--- src/rtl/usr_shift_sequencer_if.sv ---
// Command handshake and USR-side signals of the shift sequencer, bundled for port use.
// master = upstream command source plus the USR; slave = usr_shift_sequencer.
interface usr_shift_sequencer_if #(
  parameter int unsigned DATA_WIDTH  = 32,
  parameter int unsigned COUNT_WIDTH = 6
);

  // Command side
  logic [DATA_WIDTH-1:0]  Word_Data_In;
  logic                   Word_Valid_In;
  logic                   Word_Ready_Out;
  logic                   Shift_Dir_In;
  logic [COUNT_WIDTH-1:0] Shift_Count_In;
  logic                   Fill_Bit_In;

  // USR control and serial taps
  logic [1:0]             USR_Mode_Out;
  logic [DATA_WIDTH-1:0]  USR_Parallel_Data_Out;
  logic                   USR_Serial_Left_Out;
  logic                   USR_Serial_Right_Out;
  logic                   USR_Serial_Right_In;
  logic                   USR_Serial_Left_In;

  // Bit stream and status
  logic                   Bit_Data_Out;
  logic                   Bit_Valid_Out;
  logic                   Frame_Done_Out;
  logic                   Busy_Out;

  modport slave (
    input  Word_Data_In,
    input  Word_Valid_In,
    output Word_Ready_Out,
    input  Shift_Dir_In,
    input  Shift_Count_In,
    input  Fill_Bit_In,
    output USR_Mode_Out,
    output USR_Parallel_Data_Out,
    output USR_Serial_Left_Out,
    output USR_Serial_Right_Out,
    input  USR_Serial_Right_In,
    input  USR_Serial_Left_In,
    output Bit_Data_Out,
    output Bit_Valid_Out,
    output Frame_Done_Out,
    output Busy_Out
  );

  modport master (
    output Word_Data_In,
    output Word_Valid_In,
    input  Word_Ready_Out,
    output Shift_Dir_In,
    output Shift_Count_In,
    output Fill_Bit_In,
    input  USR_Mode_Out,
    input  USR_Parallel_Data_Out,
    input  USR_Serial_Left_Out,
    input  USR_Serial_Right_Out,
    output USR_Serial_Right_In,
    output USR_Serial_Left_In,
    input  Bit_Data_Out,
    input  Bit_Valid_Out,
    input  Frame_Done_Out,
    input  Busy_Out
  );

endinterface

--- src/rtl/usr_shift_sequencer.sv ---
// Frame controller for a 32-bit universal shift register: one parallel load, then N shifts,
// streaming the outgoing bits. Define USR_SEQ_ROTATE_EN to refill with the outgoing bit (rotate).
module usr_shift_sequencer #(
  parameter int unsigned DATA_WIDTH  = 32,
  parameter int unsigned COUNT_WIDTH = 6
) (
  input  logic                   Clk_In,
  input  logic                   Reset_In,
  usr_shift_sequencer_if.slave   bus
);

  localparam logic [1:0] MODE_LOAD      = 2'd0;
  localparam logic [1:0] MODE_SHIFT_R   = 2'd1;
  localparam logic [1:0] MODE_SHIFT_L   = 2'd2;
  localparam logic [1:0] MODE_NO_CHANGE = 2'd3;

  localparam logic [COUNT_WIDTH-1:0] FULL_COUNT = COUNT_WIDTH'(DATA_WIDTH);

  typedef enum logic [1:0] {
    S_IDLE,
    S_LOAD,
    S_SHIFT,
    S_DONE
  } state_e;

  state_e                 state_q, state_d;
  logic                   dir_q, dir_d;
  logic [COUNT_WIDTH-1:0] bits_left_q, bits_left_d;
  logic [1:0]             mode_q, mode_d;
  logic [DATA_WIDTH-1:0]  par_q, par_d;
  logic                   ser_left_q, ser_left_d;
  logic                   ser_right_q, ser_right_d;
  logic                   bit_q, bit_d;
  logic                   bit_valid_q, bit_valid_d;
  logic                   done_q, done_d;
  logic                   ready_q, ready_d;
  logic                   busy_q, busy_d;
`ifndef USR_SEQ_ROTATE_EN
  logic                   fill_q, fill_d;
`endif

  logic [COUNT_WIDTH-1:0] eff_count_c;
  logic                   out_bit_c;

  // Zero and anything wider than the register both mean a full-width frame
  always_comb begin
    eff_count_c = bus.Shift_Count_In;
    if ((bus.Shift_Count_In == '0) || (bus.Shift_Count_In > FULL_COUNT)) begin
      eff_count_c = FULL_COUNT;
    end
  end

  // Bit leaving the USR on the next shift, from the end selected by the captured direction
  assign out_bit_c = dir_q ? bus.USR_Serial_Left_In : bus.USR_Serial_Right_In;

  always_ff @(posedge Clk_In) begin
    if (Reset_In) begin
      state_q     <= S_IDLE;
      dir_q       <= 1'b0;
      bits_left_q <= '0;
      mode_q      <= MODE_NO_CHANGE;
      par_q       <= '0;
      ser_left_q  <= 1'b0;
      ser_right_q <= 1'b0;
      bit_q       <= 1'b0;
      bit_valid_q <= 1'b0;
      done_q      <= 1'b0;
      ready_q     <= 1'b1;
      busy_q      <= 1'b0;
`ifndef USR_SEQ_ROTATE_EN
      fill_q      <= 1'b0;
`endif
    end else begin
      state_q     <= state_d;
      dir_q       <= dir_d;
      bits_left_q <= bits_left_d;
      mode_q      <= mode_d;
      par_q       <= par_d;
      ser_left_q  <= ser_left_d;
      ser_right_q <= ser_right_d;
      bit_q       <= bit_d;
      bit_valid_q <= bit_valid_d;
      done_q      <= done_d;
      ready_q     <= ready_d;
      busy_q      <= busy_d;
`ifndef USR_SEQ_ROTATE_EN
      fill_q      <= fill_d;
`endif
    end
  end

  always_comb begin
    state_d     = state_q;
    dir_d       = dir_q;
    bits_left_d = bits_left_q;
    mode_d      = mode_q;
    par_d       = par_q;
    ser_left_d  = ser_left_q;
    ser_right_d = ser_right_q;
    bit_d       = bit_q;
    bit_valid_d = 1'b0;
    done_d      = 1'b0;
`ifndef USR_SEQ_ROTATE_EN
    fill_d      = fill_q;
`endif

    unique case (state_q)
      S_IDLE: begin
        if (bus.Word_Valid_In && ready_q) begin
          dir_d       = bus.Shift_Dir_In;
          bits_left_d = eff_count_c;
          par_d       = bus.Word_Data_In;
          mode_d      = MODE_LOAD;
          state_d     = S_LOAD;
`ifdef USR_SEQ_ROTATE_EN
          ser_left_d  = 1'b0;
          ser_right_d = 1'b0;
`else
          fill_d      = bus.Fill_Bit_In;
          ser_left_d  = bus.Shift_Dir_In ? 1'b0 : bus.Fill_Bit_In;
          ser_right_d = bus.Shift_Dir_In ? bus.Fill_Bit_In : 1'b0;
`endif
        end
      end

      S_LOAD, S_SHIFT: begin
        bit_d       = out_bit_c;
        bit_valid_d = 1'b1;
        bits_left_d = bits_left_q - COUNT_WIDTH'(1);
        mode_d      = dir_q ? MODE_SHIFT_L : MODE_SHIFT_R;
`ifdef USR_SEQ_ROTATE_EN
        // USR only changes on the falling edge, so this bit is what it shifts out next
        ser_left_d  = dir_q ? 1'b0 : out_bit_c;
        ser_right_d = dir_q ? out_bit_c : 1'b0;
`endif
        state_d     = (bits_left_q == COUNT_WIDTH'(1)) ? S_DONE : S_SHIFT;
      end

      S_DONE: begin
        done_d      = 1'b1;
        mode_d      = MODE_NO_CHANGE;
        ser_left_d  = 1'b0;
        ser_right_d = 1'b0;
        state_d     = S_IDLE;
      end

      default: begin
        state_d = S_IDLE;
        mode_d  = MODE_NO_CHANGE;
      end
    endcase

    ready_d = (state_d == S_IDLE);
    busy_d  = (state_d != S_IDLE);
  end

  assign bus.Word_Ready_Out        = ready_q;
  assign bus.USR_Mode_Out          = mode_q;
  assign bus.USR_Parallel_Data_Out = par_q;
  assign bus.USR_Serial_Left_Out   = ser_left_q;
  assign bus.USR_Serial_Right_Out  = ser_right_q;
  assign bus.Bit_Data_Out          = bit_q;
  assign bus.Bit_Valid_Out         = bit_valid_q;
  assign bus.Frame_Done_Out        = done_q;
  assign bus.Busy_Out              = busy_q;

endmodule

--- src/flat_wrapper.sv ---
// flat-port wrapper written by rule: the top's interface ports become plain ports
module usr_shift_sequencer_flat 
#(
  parameter int unsigned DATA_WIDTH  = 32,
  parameter int unsigned COUNT_WIDTH = 6
)
  (Clk_In, Reset_In, bus_Word_Data_In, bus_Word_Valid_In, bus_Word_Ready_Out, bus_Shift_Dir_In, bus_Shift_Count_In, bus_Fill_Bit_In, bus_USR_Mode_Out, bus_USR_Parallel_Data_Out, bus_USR_Serial_Left_Out, bus_USR_Serial_Right_Out, bus_USR_Serial_Right_In, bus_USR_Serial_Left_In, bus_Bit_Data_Out, bus_Bit_Valid_Out, bus_Frame_Done_Out, bus_Busy_Out);
  usr_shift_sequencer_if #(.DATA_WIDTH(DATA_WIDTH), .COUNT_WIDTH(COUNT_WIDTH)) bus_i ();
  input  logic Clk_In;
  input  logic Reset_In;
  input wire logic [$bits(bus_i.Word_Data_In)-1:0] bus_Word_Data_In;
  input wire logic [$bits(bus_i.Word_Valid_In)-1:0] bus_Word_Valid_In;
  output wire logic [$bits(bus_i.Word_Ready_Out)-1:0] bus_Word_Ready_Out;
  input wire logic [$bits(bus_i.Shift_Dir_In)-1:0] bus_Shift_Dir_In;
  input wire logic [$bits(bus_i.Shift_Count_In)-1:0] bus_Shift_Count_In;
  input wire logic [$bits(bus_i.Fill_Bit_In)-1:0] bus_Fill_Bit_In;
  output wire logic [$bits(bus_i.USR_Mode_Out)-1:0] bus_USR_Mode_Out;
  output wire logic [$bits(bus_i.USR_Parallel_Data_Out)-1:0] bus_USR_Parallel_Data_Out;
  output wire logic [$bits(bus_i.USR_Serial_Left_Out)-1:0] bus_USR_Serial_Left_Out;
  output wire logic [$bits(bus_i.USR_Serial_Right_Out)-1:0] bus_USR_Serial_Right_Out;
  input wire logic [$bits(bus_i.USR_Serial_Right_In)-1:0] bus_USR_Serial_Right_In;
  input wire logic [$bits(bus_i.USR_Serial_Left_In)-1:0] bus_USR_Serial_Left_In;
  output wire logic [$bits(bus_i.Bit_Data_Out)-1:0] bus_Bit_Data_Out;
  output wire logic [$bits(bus_i.Bit_Valid_Out)-1:0] bus_Bit_Valid_Out;
  output wire logic [$bits(bus_i.Frame_Done_Out)-1:0] bus_Frame_Done_Out;
  output wire logic [$bits(bus_i.Busy_Out)-1:0] bus_Busy_Out;
  assign bus_i.Word_Data_In = bus_Word_Data_In;
  assign bus_i.Word_Valid_In = bus_Word_Valid_In;
  assign bus_Word_Ready_Out = bus_i.Word_Ready_Out;
  assign bus_i.Shift_Dir_In = bus_Shift_Dir_In;
  assign bus_i.Shift_Count_In = bus_Shift_Count_In;
  assign bus_i.Fill_Bit_In = bus_Fill_Bit_In;
  assign bus_USR_Mode_Out = bus_i.USR_Mode_Out;
  assign bus_USR_Parallel_Data_Out = bus_i.USR_Parallel_Data_Out;
  assign bus_USR_Serial_Left_Out = bus_i.USR_Serial_Left_Out;
  assign bus_USR_Serial_Right_Out = bus_i.USR_Serial_Right_Out;
  assign bus_i.USR_Serial_Right_In = bus_USR_Serial_Right_In;
  assign bus_i.USR_Serial_Left_In = bus_USR_Serial_Left_In;
  assign bus_Bit_Data_Out = bus_i.Bit_Data_Out;
  assign bus_Bit_Valid_Out = bus_i.Bit_Valid_Out;
  assign bus_Frame_Done_Out = bus_i.Frame_Done_Out;
  assign bus_Busy_Out = bus_i.Busy_Out;
  usr_shift_sequencer #(.DATA_WIDTH(DATA_WIDTH), .COUNT_WIDTH(COUNT_WIDTH)) u_core (.Clk_In(Clk_In), .Reset_In(Reset_In), .bus(bus_i));
endmodule
--- config.mk ---
export PLATFORM = sky130hd
export DESIGN_NAME = usr_shift_sequencer_flat
export DESIGN_NICKNAME = d
export VERILOG_FILES = /design/src/rtl/usr_shift_sequencer_if.sv /design/src/rtl/usr_shift_sequencer.sv /design/src/flat_wrapper.sv
export SDC_FILE = /design/constraint.sdc
export NUM_CORES = 1
export LEC_CHECK = 0
export ABC_AREA = 1
export CAP_MARGIN = 20
export CORE_UTILIZATION = 45
export DETAILED_ROUTE_END_ITERATION = 6
export GPL_TIMING_DRIVEN = 0
export PLACE_DENSITY = 0.9
export REMOVE_ABC_BUFFERS = 1
export SKIP_LAST_GASP = 1
export SYNTH_ARGS = -nofsm -noshare
export SYNTH_HDL_FRONTEND = slang
export SYNTH_SLANG_ARGS = --single-unit
export TNS_END_PERCENT = 5
--- constraint.sdc ---
create_clock -name Clk_In -period 2.4 [get_ports Clk_In]
set_clock_uncertainty 0.05 [all_clocks]
set_input_delay 0.24 -clock Clk_In [delete_from_list [all_inputs] [get_ports Clk_In]]
set_output_delay 0.24 -clock Clk_In [all_outputs]
set_load 0.03 [all_outputs]
Word-level counts from Yosys, hierarchy flattened
Index checks and enable logic that the tools add are counted.
- word-level logic and storage cells: 49
- flip-flop bits (word level): 50
- input bits: 45
- output and inout bits: 41
- mux-type cells: 18
- reductions and logical operators: 12
- add/sub/neg operators: 1
- equality and inequality tests: 5
- $lt $le $gt $ge: 1
- operators by type and width (operator ; count):
    6-bit two-way mux ; 2
    2-bit case mux with 3 select lines ; 2
    6-bit case mux with 2 select lines ; 1
    1-bit two-way mux ; 8
    6-bit by 1-bit equality test with 1-bit output, second input constant ; 1
    6-bit greater-than comparator, second input constant ; 1
    6-bit zero test ; 1
    2-bit two-way mux ; 3
    2-bit AND reduction ; 3
    2-bit nonzero test ; 3
    6-bit by 1-bit subtractor with 6-bit output, second input constant ; 1
    2-bit equality test, second input constant ; 2
    2-bit zero test ; 2
    1-bit case mux with 2 select lines ; 2
    2-bit by 1-bit equality test with 1-bit output, second input constant ; 1
    2-bit by 1-bit inequality test with 1-bit output, second input constant ; 1
    2-bit OR reduction ; 1
    1-bit logical AND ; 1
    1-bit logical OR ; 1

Logic depth before layout (Yosys ltp)
Gate-level depths: netlist of the first run.
- depth in word-level cells: 5
- depth in mapped cells: 9
- depth with buffers taken out: 9

Least setup slack after synthesis of the first run
OpenSTA, ideal clock, no wires.
- path kind: flip-flop to flip-flop
- start point: reg, netlist name u_core.bus.Bit_Valid_Out
- end point: reg u_core.bits_left_q[0]
- cell stages (with the launch flop): 9
- path slack: 807 ps
- buffers on the path: 1
- data arrival time: 1423 ps
- setup time: 119 ps
- period minus slack after synthesis: 1593 ps
- data required time: 2231 ps
- cells stage by stage: dfxtp_1 inv_1 ha_1 buf_2 nand2_1 nand2_2 inv_2 a21oi_1 a21oi_1
- RTL lines (element ; line ; source):
    to (signal assigned) ; usr_shift_sequencer.sv:76 ; bits_left_q <= bits_left_d;
    to (decl) ; usr_shift_sequencer.sv:28 ; logic [COUNT_WIDTH-1:0] bits_left_q, bits_left_d;

==> flow_metrics.py, run 1 <==
metrics = {
    "logic_synthesis": {
        "seq_area_frac_synth_pct": 48.5,
        "synth-seq-cells": 49,
        "synth_warnings": 0,
        "synth_area_sq_mm": 0.00202,
        "synth_top_family_by_area": "simple AND/OR/NAND/NOR gates",
        "synth_compound_area_share_pct": 12.7,
        "synth-simple-area-share_pct": 27.8,
        "synth_xor_area_share_pct": 0,
        "syn_inst": 277,
        "synthAdderAreaFrac_pct": 2.48,
        "synth.avg_cell_area_sq_um": 7.30,
        "synth_cell_types": 20,
        "synthMuxAreaShare_pct": 0,
    },
    "final_layout": {
        "utilization_pct": 69.4,
        "layout-drive-gt1-share_pct": 4.18,
        "final_cells": 411,
        "antenna_cells": 0,
        "area_growth_syn_to_layout_pct": 48.4,
        "final_nets": 407,
    },
    "pwr": {
        "combinationalPowerShare_pct": 46.6,
        "report.power.total_mw": 3.25,
        "p_leak_nw": 1.22,
        "power_density_mw_per_mm2": 1080,
        "switching_share_pct": 40.6,
        "p_int_mw": 1.93,
        "p_seq_share_pct": 34.9,
        "p_switching_mw": 1.32,
        "clkPwrFrac_pct": 18.4,
        "max-vdd-ir-drop_mv": 0.804,
    },
    "job": {
        "maxCapViolCount": 0,
    },
    "timing": {
        "worst_slack_ps": 420,
        "finalHoldViolCount": 0,
        "setup_tns_ps": 0,
        "rsz0062_at_grt": "no",
        "setup_viol": 0,
        "tightest_slew_ps": 738,
        "post-route-period-util_pct": 82.5,
        "fmax_ghz": 0.505,
        "fin_crit_ps": 1980,
        "slew_violations": 0,
        "max-slew-margin-rel_pct": 50.7,
    },
    "detailed_routing": {
        "vias": 2020,
        "antenna_left": 0,
        "first_pass_iters": 5,
        "via_per_inst": 4.91,
        "wl_per_cell_um": 12.2,
        "drcViolationCount": 0,
        "wl_mm": 5.02,
        "drt_iter0_markers": 153,
    },
    "cts": {
        "cts_resized": 0,
        "cts_root_buf": "clkbuf_8",
        "clk_pin_slew_ps": 80,
        "cts_hold_repair.buffers": 0,
        "cts.sinks": 49,
        "worstSkewPairLatency_ps": 290,
        "clockBufferDepth": 2,
        "tritoncts.num_buffers": 5,
        "htreeDepth": 2,
        "cts_setup_buffers": 0,
        "cts_tree": "yes",
    },
    "setup_path": {
        "critical_path.cell_chain": "inv_1 -> ha_1 -> nand2_4 -> clkinv_2 -> nand4_1 -> a21oi_1",
        "r2r_end": "u_core.bus.USR_Serial_Right_Out",
        "crit_path_end_kind": "flop",
        "start_kind": "flop",
        "cpPeakStageDelay_ps": 470,
        "path_depth": 6,
        "crit_fanout": 36,
        "critPathTopFamily": "simple AND/OR/NAND/NOR gates",
        "reg2reg_slack_ps": 420,
        "critPathSlowestCell": "clkinv_2",
        "worstReg2RegStart": "u_core.bus.Bit_Valid_Out",
        "rr_worst_depth": 6,
        "critPathArrivalTime_ps": 2080,
        "path_class": "flop to flop",
        "required_ps": 2500,
        "path_buf_inv": 2,
    },
    "floorplan": {
        "dieArea_sq_mm": 0.00477,
        "core_sq_mm": 0.00432,
        "die_h_um": 69.0,
        "ios": 86,
        "start_util_pct": 46.8,
        "rows": 24,
        "fp.dieW_um": 69.0,
    },
    "placement": {
        "dp_worst_setup_slack_ps": 298,
        "place_congestion": 0.823,
        "dp.cells": 403,
        "place_hpwl_mm": 3.68,
        "port_buffers": 85,
    },
    "global_routing": {
        "grt_max_degree": 37,
        "grt_overflow": 0,
        "grt.total_usage_pct": 21.4,
        "grt_pass1_vias": 1852,
        "antenna_found_initial": 0,
        "grt_first_pass_wirelength_mm": 8.32,
    },
    "hold_path": {
        "hold_start": "u_core.bus.USR_Parallel_Data_Out[20]",
        "min_to": "u_core.bus.USR_Parallel_Data_Out[20]",
        "hold_path.class": "flop to flop",
        "holdPathStages": 2,
    },
    "run_status": {
        "status": "completed",
    },
}
## per-stage QoR
| stage | hold WS [ps] | area, sq um |
|---|---|---|
| 2_1_floorplan | 259 | 1940 |
| 3_3_place_gp | 401 | 2860 |
| 3_5_place_dp | 404 | 2880 |
| 4_1_cts | 417 | 3000 |
| 5_1_grt | 435 | 3000 |
| 6_report | 416 | 3000 |
## layout make-up
| cell class | instances | area, sq um |
|---|---|---|
| timing repair buffer | 86 | 878 |
| clock buffer | 7 | 86.3 |
| clock inverter | 1 | 30.0 |
| tap | 52 | 65.1 |
| sequential | 49 | 981 |
| fill | 332 | 1320 |
| multi-input combinational | 192 | 868 |
| inverter | 24 | 91.3 |
## cell usage in the layout (no fill, tap or decap)
cell type	count
a21oi_1	40
a31oi_1	1
buf_16	1
bufinv_16	1
clkbuf_1	1
clkbuf_8	6
clkdlybuf4s50_1	85
clkinv_1	1
clkinv_2	1
dfxtp_1	49
ha_1	4
inv_1	18
inv_2	4
nand2_1	93
nand2_2	1
nand2_4	1
nand3_1	15
nand3b_1	3
nand4_1	3
nor2_1	21
o21ai_0	10
## logic make-up (layout without fill, tap and decap cells)
logic type	count (synthesis)	after routing
simple gates	137	137
compound gates	51	51
flops	49	49
buf+inv	36	118
fa+ha+maj	4	4
## layer usage
metal / part of all wire (%) / vias to the layer above / track usage [%]
met5: 0 / - / 0
met4: 1.1 / 0 / 5.44
met3: 5.9 / 8 / 5.12
met2: 48 / 76 / 37.9
met1: 45 / 896 / 26.0
li1: - / 1040 / -
## cell usage after synthesis
cell type	count	share of area [%]
inv_2	4	0.74
a21oi_1	40	9.9
buf_1	2	0.37
nand2_1	93	17
buf_6	4	2.2
o21ai_0	10	2.5
a31oi_1	1	0.31
inv_1	18	3.3
clkinv_2	1	0.25
nand3b_1	3	1.1
nor2_1	21	3.9
nand4_1	3	0.93
dfxtp_1	49	49
clkbuf_1	1	0.19
buf_2	5	1.2
clkinv_1	1	0.19
nand3_1	15	3.7
nand2_2	1	0.31
ha_1	4	2.5
nand2_4	1	0.56
## tightest hold or removal path: cells and delay by family (launching register included)
| kind | cells | cell delay (ps) |
|---|---|---|
| flip-flops | 1 | 310 |
| AND/OR/NAND/NOR | 1 | 60 |
| AO/OA/AOI/OAI | 1 | 50 |
## power by group through the flow
| stage | registers (mW) | clock network (mW) | logic, mW |
|---|---|---|---|
| final | 1.14 | 0.600 | 1.52 |
| after global routing | 1.16 | 0.646 | 1.68 |
| after CTS | 1.13 | 0.618 | 1.52 |
| after detailed placement | 1.15 | 0 | 1.51 |
| after global placement | 1.14 | 0 | 1.47 |
| after floorplan | 1.42 | 0 | 0.695 |
## state kept, by name (all words and copies together), names as in the netlist
| signal | cells |
|---|---|
| u_core.bus.Word_Ready_Out | 1 |
| u_core.bus.Bit_Data_Out | 1 |
| u_core.bus.USR_Serial_Right_Out | 1 |
| u_core.bits_left_q | 6 |
| u_core.bus.Bit_Valid_Out | 1 |
| u_core.bus.Frame_Done_Out | 1 |
| u_core.bus.USR_Serial_Left_Out | 1 |
| u_core.bus.Busy_Out | 1 |
| u_core.bus.USR_Mode_Out | 2 |
| u_core.dir_q | 1 |
| u_core.state_q | 1 |
| u_core.bus.USR_Parallel_Data_Out | 32 |
## worst max-delay path by stage
stage | startpoint | to | slack [ps]
6_report | u_core.bus.Bit_Valid_Out | u_core.bus.USR_Serial_Right_Out | 420
5_1_grt | u_core.bus.Bit_Valid_Out | u_core.bus.USR_Serial_Right_Out | 240
4_1_cts | u_core.bus.Bit_Valid_Out | u_core.bus.USR_Serial_Right_Out | 410
3_5_place_dp | Reset_In | u_core.bits_left_q[5] | 300
3_3_place_gp | Reset_In | u_core.bits_left_q[2] | -350
2_1_floorplan | u_core.bus.Bit_Valid_Out | u_core.bus.USR_Serial_Right_Out | 620
Power figures use the tool's default switching activity.
==> run 2: changes to the inputs <==
--- a/config.mk
+++ b/config.mk
@@ -7,10 +7,10 @@
 export LEC_CHECK = 0
 export ABC_AREA = 1
 export CAP_MARGIN = 20
-export CORE_UTILIZATION = 45
+export CORE_UTILIZATION = 42
 export DETAILED_ROUTE_END_ITERATION = 6
 export GPL_TIMING_DRIVEN = 0
-export PLACE_DENSITY = 0.9
+export PLACE_DENSITY = 0.85
 export REMOVE_ABC_BUFFERS = 1
 export SKIP_LAST_GASP = 1
 export SYNTH_ARGS = -nofsm -noshare
==> constraint.sdc (replaced) <==
create_clock -name Clk_In -period 1.94 [get_ports Clk_In]
set_clock_uncertainty 0.05 [all_clocks]
set_input_delay 0.194 -clock Clk_In [delete_from_list [all_inputs] [get_ports Clk_In]]
set_output_delay 0.194 -clock Clk_In [all_outputs]
set_load 0.03 [all_outputs]
==> run 2 against run 1 <==
Effect of this change:
- the flow now finishes with violations (design-rule violations)
- global-route usage shrank 1.4 points
- fmax grew 12%
- via count shrank 0.64%
- routed wire length grew 0.44%
- utilization shrank 3.4 points
- die area grew 6.9%
- largest cell class unchanged
- sequential share of layout area grew 0.32 points
- register-to-register slack lost 250 ps
- critical path type unchanged
- hold slack lost 14 ps
- first-iteration DRC count shrank 37%
==> flow_metrics.py, run 2 (synthesis results as in run 1) <==
metrics = {
    "run_status": {
        "status": "finished with violations",
        "violations": "design-rule violations",
    },
    "final_layout": {
        "final_common_cell": "nand2_1",
        "layout-drive-gt1-share_pct": 3.90,
        "antenna_cells": 0,
        "area_growth_syn_to_layout_pct": 47.0,
        "fill_cells": 391,
        "utilization_pct": 66.0,
        "final_nets": 407,
        "final_cell_mix": "nand2_1 (93), clkdlybuf4s50_1 (85), dfxtp_1 (49), a21oi_1 (40), nor2_1 (21)",
        "largest_reg_flops": 32,
    },
    "global_routing": {
        "grt_max_degree": 37,
        "grt_pass1_vias": 1788,
        "grt.total_usage_pct": 20.0,
        "grt_overflow": 0,
        "antenna_found_initial": 0,
        "grt_first_pass_wirelength_mm": 8.17,
    },
    "hold_path": {
        "hold_start": "bus_Word_Data_In[14]",
        "hold_path.class": "input port to flop",
        "min_to": "u_core.bus.USR_Parallel_Data_Out[14]",
        "holdPathStages": 3,
    },
    "setup_path": {
        "crit_path_end_kind": "flop",
        "required_ps": 2030,
        "critPathArrivalTime_ps": 1870,
        "reg2reg_slack_ps": 170,
        "path_class": "flop to flop",
        "critPathTopFamily": "simple AND/OR/NAND/NOR gates",
        "crit_fanout": 36,
        "path_buf_inv": 2,
        "critical_path.cell_chain": "inv_1 -> ha_1 -> nand2_4 -> clkinv_4 -> nand2_1 -> a21oi_1",
        "critPathSlowestCell": "dfxtp_1",
        "worstReg2RegStart": "u_core.bus.Bit_Valid_Out",
        "rr_worst_depth": 6,
        "start_kind": "flop",
        "cpPeakStageDelay_ps": 370,
        "r2r_end": "u_core.bus.USR_Parallel_Data_Out[6]",
    },
    "detailed_routing": {
        "drcViolationCount": 11,
        "first_pass_iters": 7,
        "via_per_inst": 4.88,
        "wl_mm": 5.05,
        "vias": 2007,
        "drt_iter0_markers": 96,
        "antenna_left": 0,
        "wl_per_cell_um": 12.3,
    },
    "timing": {
        "max-slew-margin-rel_pct": 50.7,
        "post-route-period-util_pct": 91.3,
        "finalHoldViolCount": 0,
        "fmax_ghz": 0.564,
        "fin_crit_ps": 1770,
        "slew_violations": 0,
        "setup_viol": 0,
        "worst_slack_ps": 168,
        "rsz0062_at_grt": "no",
        "hold_ws_ps": 402,
        "tightest_slew_ps": 737,
        "setup_tns_ps": 0,
    },
    "job": {
        "maxCapViolCount": 0,
    },
    "floorplan": {
        "fp.dieW_um": 71.4,
        "rows": 24,
        "core_sq_mm": 0.00450,
        "dieArea_sq_mm": 0.00510,
        "ios": 86,
        "start_util_pct": 44.9,
        "die_h_um": 71.4,
    },
    "cts": {
        "tritoncts.num_buffers": 5,
        "htreeDepth": 2,
        "cts_root_buf": "clkbuf_8",
        "cts_setup_buffers": 0,
        "cts_resized": 1,
        "cts.sinks": 49,
        "cts_hold_repair.buffers": 0,
        "worstSkewPairLatency_ps": 290,
        "clockBufferDepth": 2,
        "clk_pin_slew_ps": 90,
        "cts_tree": "yes",
    },
    "pwr": {
        "max-vdd-ir-drop_mv": 0.739,
        "report.power.total_mw": 3.85,
        "p_leak_nw": 1.20,
        "power_density_mw_per_mm2": 1300,
    },
    "placement": {
        "port_buffers": 85,
        "place_congestion": 0.842,
        "dp_worst_setup_slack_ps": -116,
        "place_hpwl_mm": 3.60,
    },
}
-- run 2: changes by cell type in the layout (fill, tap and decap cells not counted), sizes merged --
| cell | delta |
|---|---|
| clkinvlp | +1 |
| bufinv | -1 |
-- run 2: layout make-up --
type | count | area (sq um) | share of cell area [%]
Sequential cell | 49 | 981 | 33.0
Timing Repair Buffer | 86 | 878 | 29.6
Multi-Input combinational cell | 192 | 868 | 29.2
Inverter | 24 | 95.1 | 3.20
Clock buffer | 7 | 76.3 | 2.57
Tap cell | 52 | 65.1 | 2.19
Clock inverter | 1 | 7.51 | 0.253
-- run 2: power breakdown --
group	switching (mW)	internal, mW
logic	1.17	0.715
registers	0.144	1.26
clock network	0.319	0.256
total	1.63	2.23
-- run 2: routing by layer --
metal	share of wire [%]	up-vias	global-route usage, %
met5	0	-	0
met4	0.79	0	4.00
met3	8.6	5	5.77
met2	48	65	33.9
met1	43	896	25.6
li1	-	1041	-
-- run 2: worst max path at each step --
stage | from | to | slack (ps) | depth (start not counted)
finish | u_core.bus.Bit_Valid_Out | u_core.bus.USR_Parallel_Data_Out[6] | 170 | 6
detailed placement | Reset_In | u_core.bits_left_q[0] | -120 | 5
floorplan | u_core.bus.Bit_Valid_Out | u_core.bus.USR_Serial_Right_Out | 160 | 6
CTS | u_core.bus.Bit_Valid_Out | u_core.bus.USR_Parallel_Data_Out[6] | 160 | 6
global placement | Reset_In | u_core.bits_left_q[2] | -790 | 4
global route | Reset_In | u_core.bits_left_q[0] | 10 | 5
-- run 2: per-stage QoR --
stage                     instances  area [sq um]
after global placement          402          2860
after detailed placement        403          2880
final                           411          2970
after CTS                       411          2970
after global routing            411          2970
after floorplan                 265          1940
-- run 2: worst register-to-register path, stage by stage (launching register included) --
cell	delay, ps
dfxtp_1	370
inv_1	50
ha_1	240
nand2_4	350
clkinv_4	340
nand2_1	150
a21oi_1	70
==> run 3: changes to the inputs <==
--- a/config.mk
+++ b/config.mk
@@ -11,7 +11,6 @@
 export DETAILED_ROUTE_END_ITERATION = 6
 export GPL_TIMING_DRIVEN = 0
 export PLACE_DENSITY = 0.85
-export REMOVE_ABC_BUFFERS = 1
 export SKIP_LAST_GASP = 1
 export SYNTH_ARGS = -nofsm -noshare
 export SYNTH_HDL_FRONTEND = slang
==> run 3 against run 2 <==
Effect of this change:
- the flow still finishes with violations (design-rule violations)
- combinational power increased by 6%
- largest cell class unchanged
- largest power group unchanged
- power is 7.3% higher
- sequential share of layout area is 0.89 points lower
- first-iteration DRC count rose by 16%
- clock power increased by 30%
- register-to-register slack gained 200 ps
- via count up 2.4%
- sequential cell count is the same
- utilization is 1.8 points higher
- setup slack improved by 170 ps
- die area stayed put
- critical path type is now flop to primary output
- non-clock buffer count is 11 higher
==> flow_metrics.py, run 3 (synthesis results as in run 1) <==
metrics = {
    "cts": {
        "htreeDepth": 2,
        "clk_pin_slew_ps": 80,
        "cts_setup_buffers": 0,
        "cts_root_buf": "clkbuf_8",
        "worstSkewPairLatency_ps": 300,
        "tritoncts.num_buffers": 5,
        "cts_tree": "yes",
        "cts_resized": 0,
        "cts_hold_repair.buffers": 0,
        "clockBufferDepth": 2,
        "cts.sinks": 49,
    },
    "detailed_routing": {
        "wl_per_cell_um": 12.0,
        "first_pass_iters": 7,
        "via_per_inst": 4.87,
        "wl_mm": 5.07,
        "drcViolationCount": 12,
        "antenna_left": 0,
        "drt_iter0_markers": 111,
        "vias": 2056,
    },
    "final_layout": {
        "final_nets": 418,
        "regArea_sq_um": 981,
        "antenna_cells": 0,
        "final_area_sq_mm": 0.00305,
        "final_cell_mix": "nand2_1 (93), clkdlybuf4s50_1 (85), dfxtp_1 (49), a21oi_1 (40), nor2_1 (21)",
        "largest_reg_flops": 32,
        "fill_cells": 395,
        "final_common_cell": "nand2_1",
        "area_growth_syn_to_layout_pct": 51.1,
        "multi_input_area_sq_um": 868,
        "layout-drive-gt1-share_pct": 6.22,
    },
    "timing": {
        "fmax_ghz": 0.626,
        "post-route-period-util_pct": 82.4,
        "setup_tns_ps": 0,
        "tightest_slew_ps": 429,
        "rsz0062_at_grt": "no",
        "max-slew-margin-rel_pct": 71.4,
        "finalHoldViolCount": 0,
        "setup_viol": 0,
        "fin_crit_ps": 1600,
        "slew_violations": 0,
    },
    "floorplan": {
        "dieArea_sq_mm": 0.00510,
        "ios": 86,
        "die_h_um": 71.4,
        "rows": 24,
        "core_sq_mm": 0.00450,
        "start_util_pct": 44.9,
        "fp.dieW_um": 71.4,
    },
    "setup_path": {
        "rr_worst_depth": 8,
        "path_buf_inv": 1,
        "worstReg2RegStart": "u_core.bus.Bit_Valid_Out",
        "path_class": "flop to primary output",
        "required_ps": 1700,
        "crit_path_end_kind": "primary output",
        "critPathArrivalTime_ps": 1350,
        "start_kind": "flop",
        "crit_fanout": 3,
        "reg2reg_slack_ps": 370,
        "cpPeakStageDelay_ps": 680,
        "critical_path.cell_chain": "clkdlybuf4s50_1",
        "critPathTopFamily": "buffers and inverters",
        "r2r_end": "u_core.bits_left_q[0]",
        "critPathSlowestCell": "clkdlybuf4s50_1",
    },
    "pwr": {
        "p_leak_nw": 1.25,
        "p_int_mw": 2.47,
        "clkPwrFrac_pct": 18.1,
        "power_density_mw_per_mm2": 1350,
        "max-vdd-ir-drop_mv": 0.576,
        "combinationalPowerShare_pct": 48.1,
        "switching_share_pct": 40.3,
        "p_seq_share_pct": 33.8,
        "p_switching_mw": 1.67,
    },
    "global_routing": {
        "grt_overflow": 0,
        "grt_pass1_vias": 1783,
        "grt.total_usage_pct": 20.2,
        "grt_max_degree": 15,
        "antenna_found_initial": 0,
        "grt_first_pass_wirelength_mm": 8.03,
    },
    "placement": {
        "place_congestion": 0.770,
        "place_hpwl_mm": 3.73,
        "port_buffers": 85,
        "placed_cell_area_sq_mm": 0.00294,
    },
    "run_status": {
        "status": "finished with violations",
        "violations": "design-rule violations",
    },
    "hold_path": {
        "hold_start": "bus_Word_Data_In[21]",
        "holdPathStages": 3,
        "min_to": "u_core.bus.USR_Parallel_Data_Out[21]",
        "hold_path.class": "input port to flop",
    },
    "job": {
        "maxCapViolCount": 0,
    },
    "logic_synthesis": {
        "synthesis.nets": 326,
    },
}
run 3: cell types whose count changed in the layout (fill, tap and decap cells not counted):
cell and change:
buf_1 +2, clkinvlp_4 -1, clkinv_4 -1, bufinv_16 +1
buf_16 -1, clkinv_2 +1, clkbuf_8 +1, buf_6 +4
buf_2 +5
run 3: routing by layer:
metal  wire, um  up-vias  track usage (%)
met1       2200      899             23.9
met3        426       10             7.03
met4        104        0             7.11
li1           -     1069                -
met2       2330       78             33.9
met5          0        -                0
run 3: final cells by class:
cell class              count  area share (%)
flip-flops and latches     49            32.1
plain buffers              12            2.66
multi-input cells         192            28.4
repair buffers             85            27.9
well taps                  52            2.13
inverters                  24            2.99
clock buffers               7            2.83
clock inverters             1           0.983
run 3: worst max-delay path by stage:
| stage | startpoint | to | slack, ps | depth (start not counted) |
|---|---|---|---|---|
| 6_report | u_core.bus.Bit_Valid_Out | bus_Bit_Valid_Out | 340 | 1 |
| 2_1_floorplan | u_core.bus.Bit_Valid_Out | u_core.bits_left_q[0] | 350 | 8 |
| 4_1_cts | u_core.bus.Bit_Valid_Out | bus_Bit_Valid_Out | 330 | 1 |
| 3_3_place_gp | Reset_In | u_core.bus.USR_Parallel_Data_Out[18] | 350 | 4 |
| 3_5_place_dp | Reset_In | u_core.bus.USR_Parallel_Data_Out[22] | 320 | 4 |
| 5_1_grt | u_core.bus.Bit_Valid_Out | u_core.bits_left_q[0] | 280 | 8 |
run 3: power by group through the flow:
stage	sequential, mW	clock (mW)	combinational, mW
final	1.40	0.749	1.99
after global routing	1.43	0.802	2.20
after CTS	1.40	0.762	2.00
after detailed placement	1.42	0	1.99
after global placement	1.41	0	1.94
after floorplan	1.75	0	0.974
run 3: stage by stage:
| step | power, mW | hold slack (ps) | utilization (%) | setup WS [ps] | std cells |
|---|---|---|---|---|---|
| 2_1_floorplan | 2.73 | 281 | - | 347 | 277 |
| 3_3_place_gp | 3.35 | 397 | 65.2 | 348 | 414 |
| 3_5_place_dp | 3.41 | 406 | 65.2 | 318 | 414 |
| 4_1_cts | 4.16 | 389 | 67.8 | 326 | 422 |
| 5_1_grt | 4.43 | 396 | 67.8 | 282 | 422 |
| 6_report | 4.14 | 392 | 67.8 | 341 | 422 |
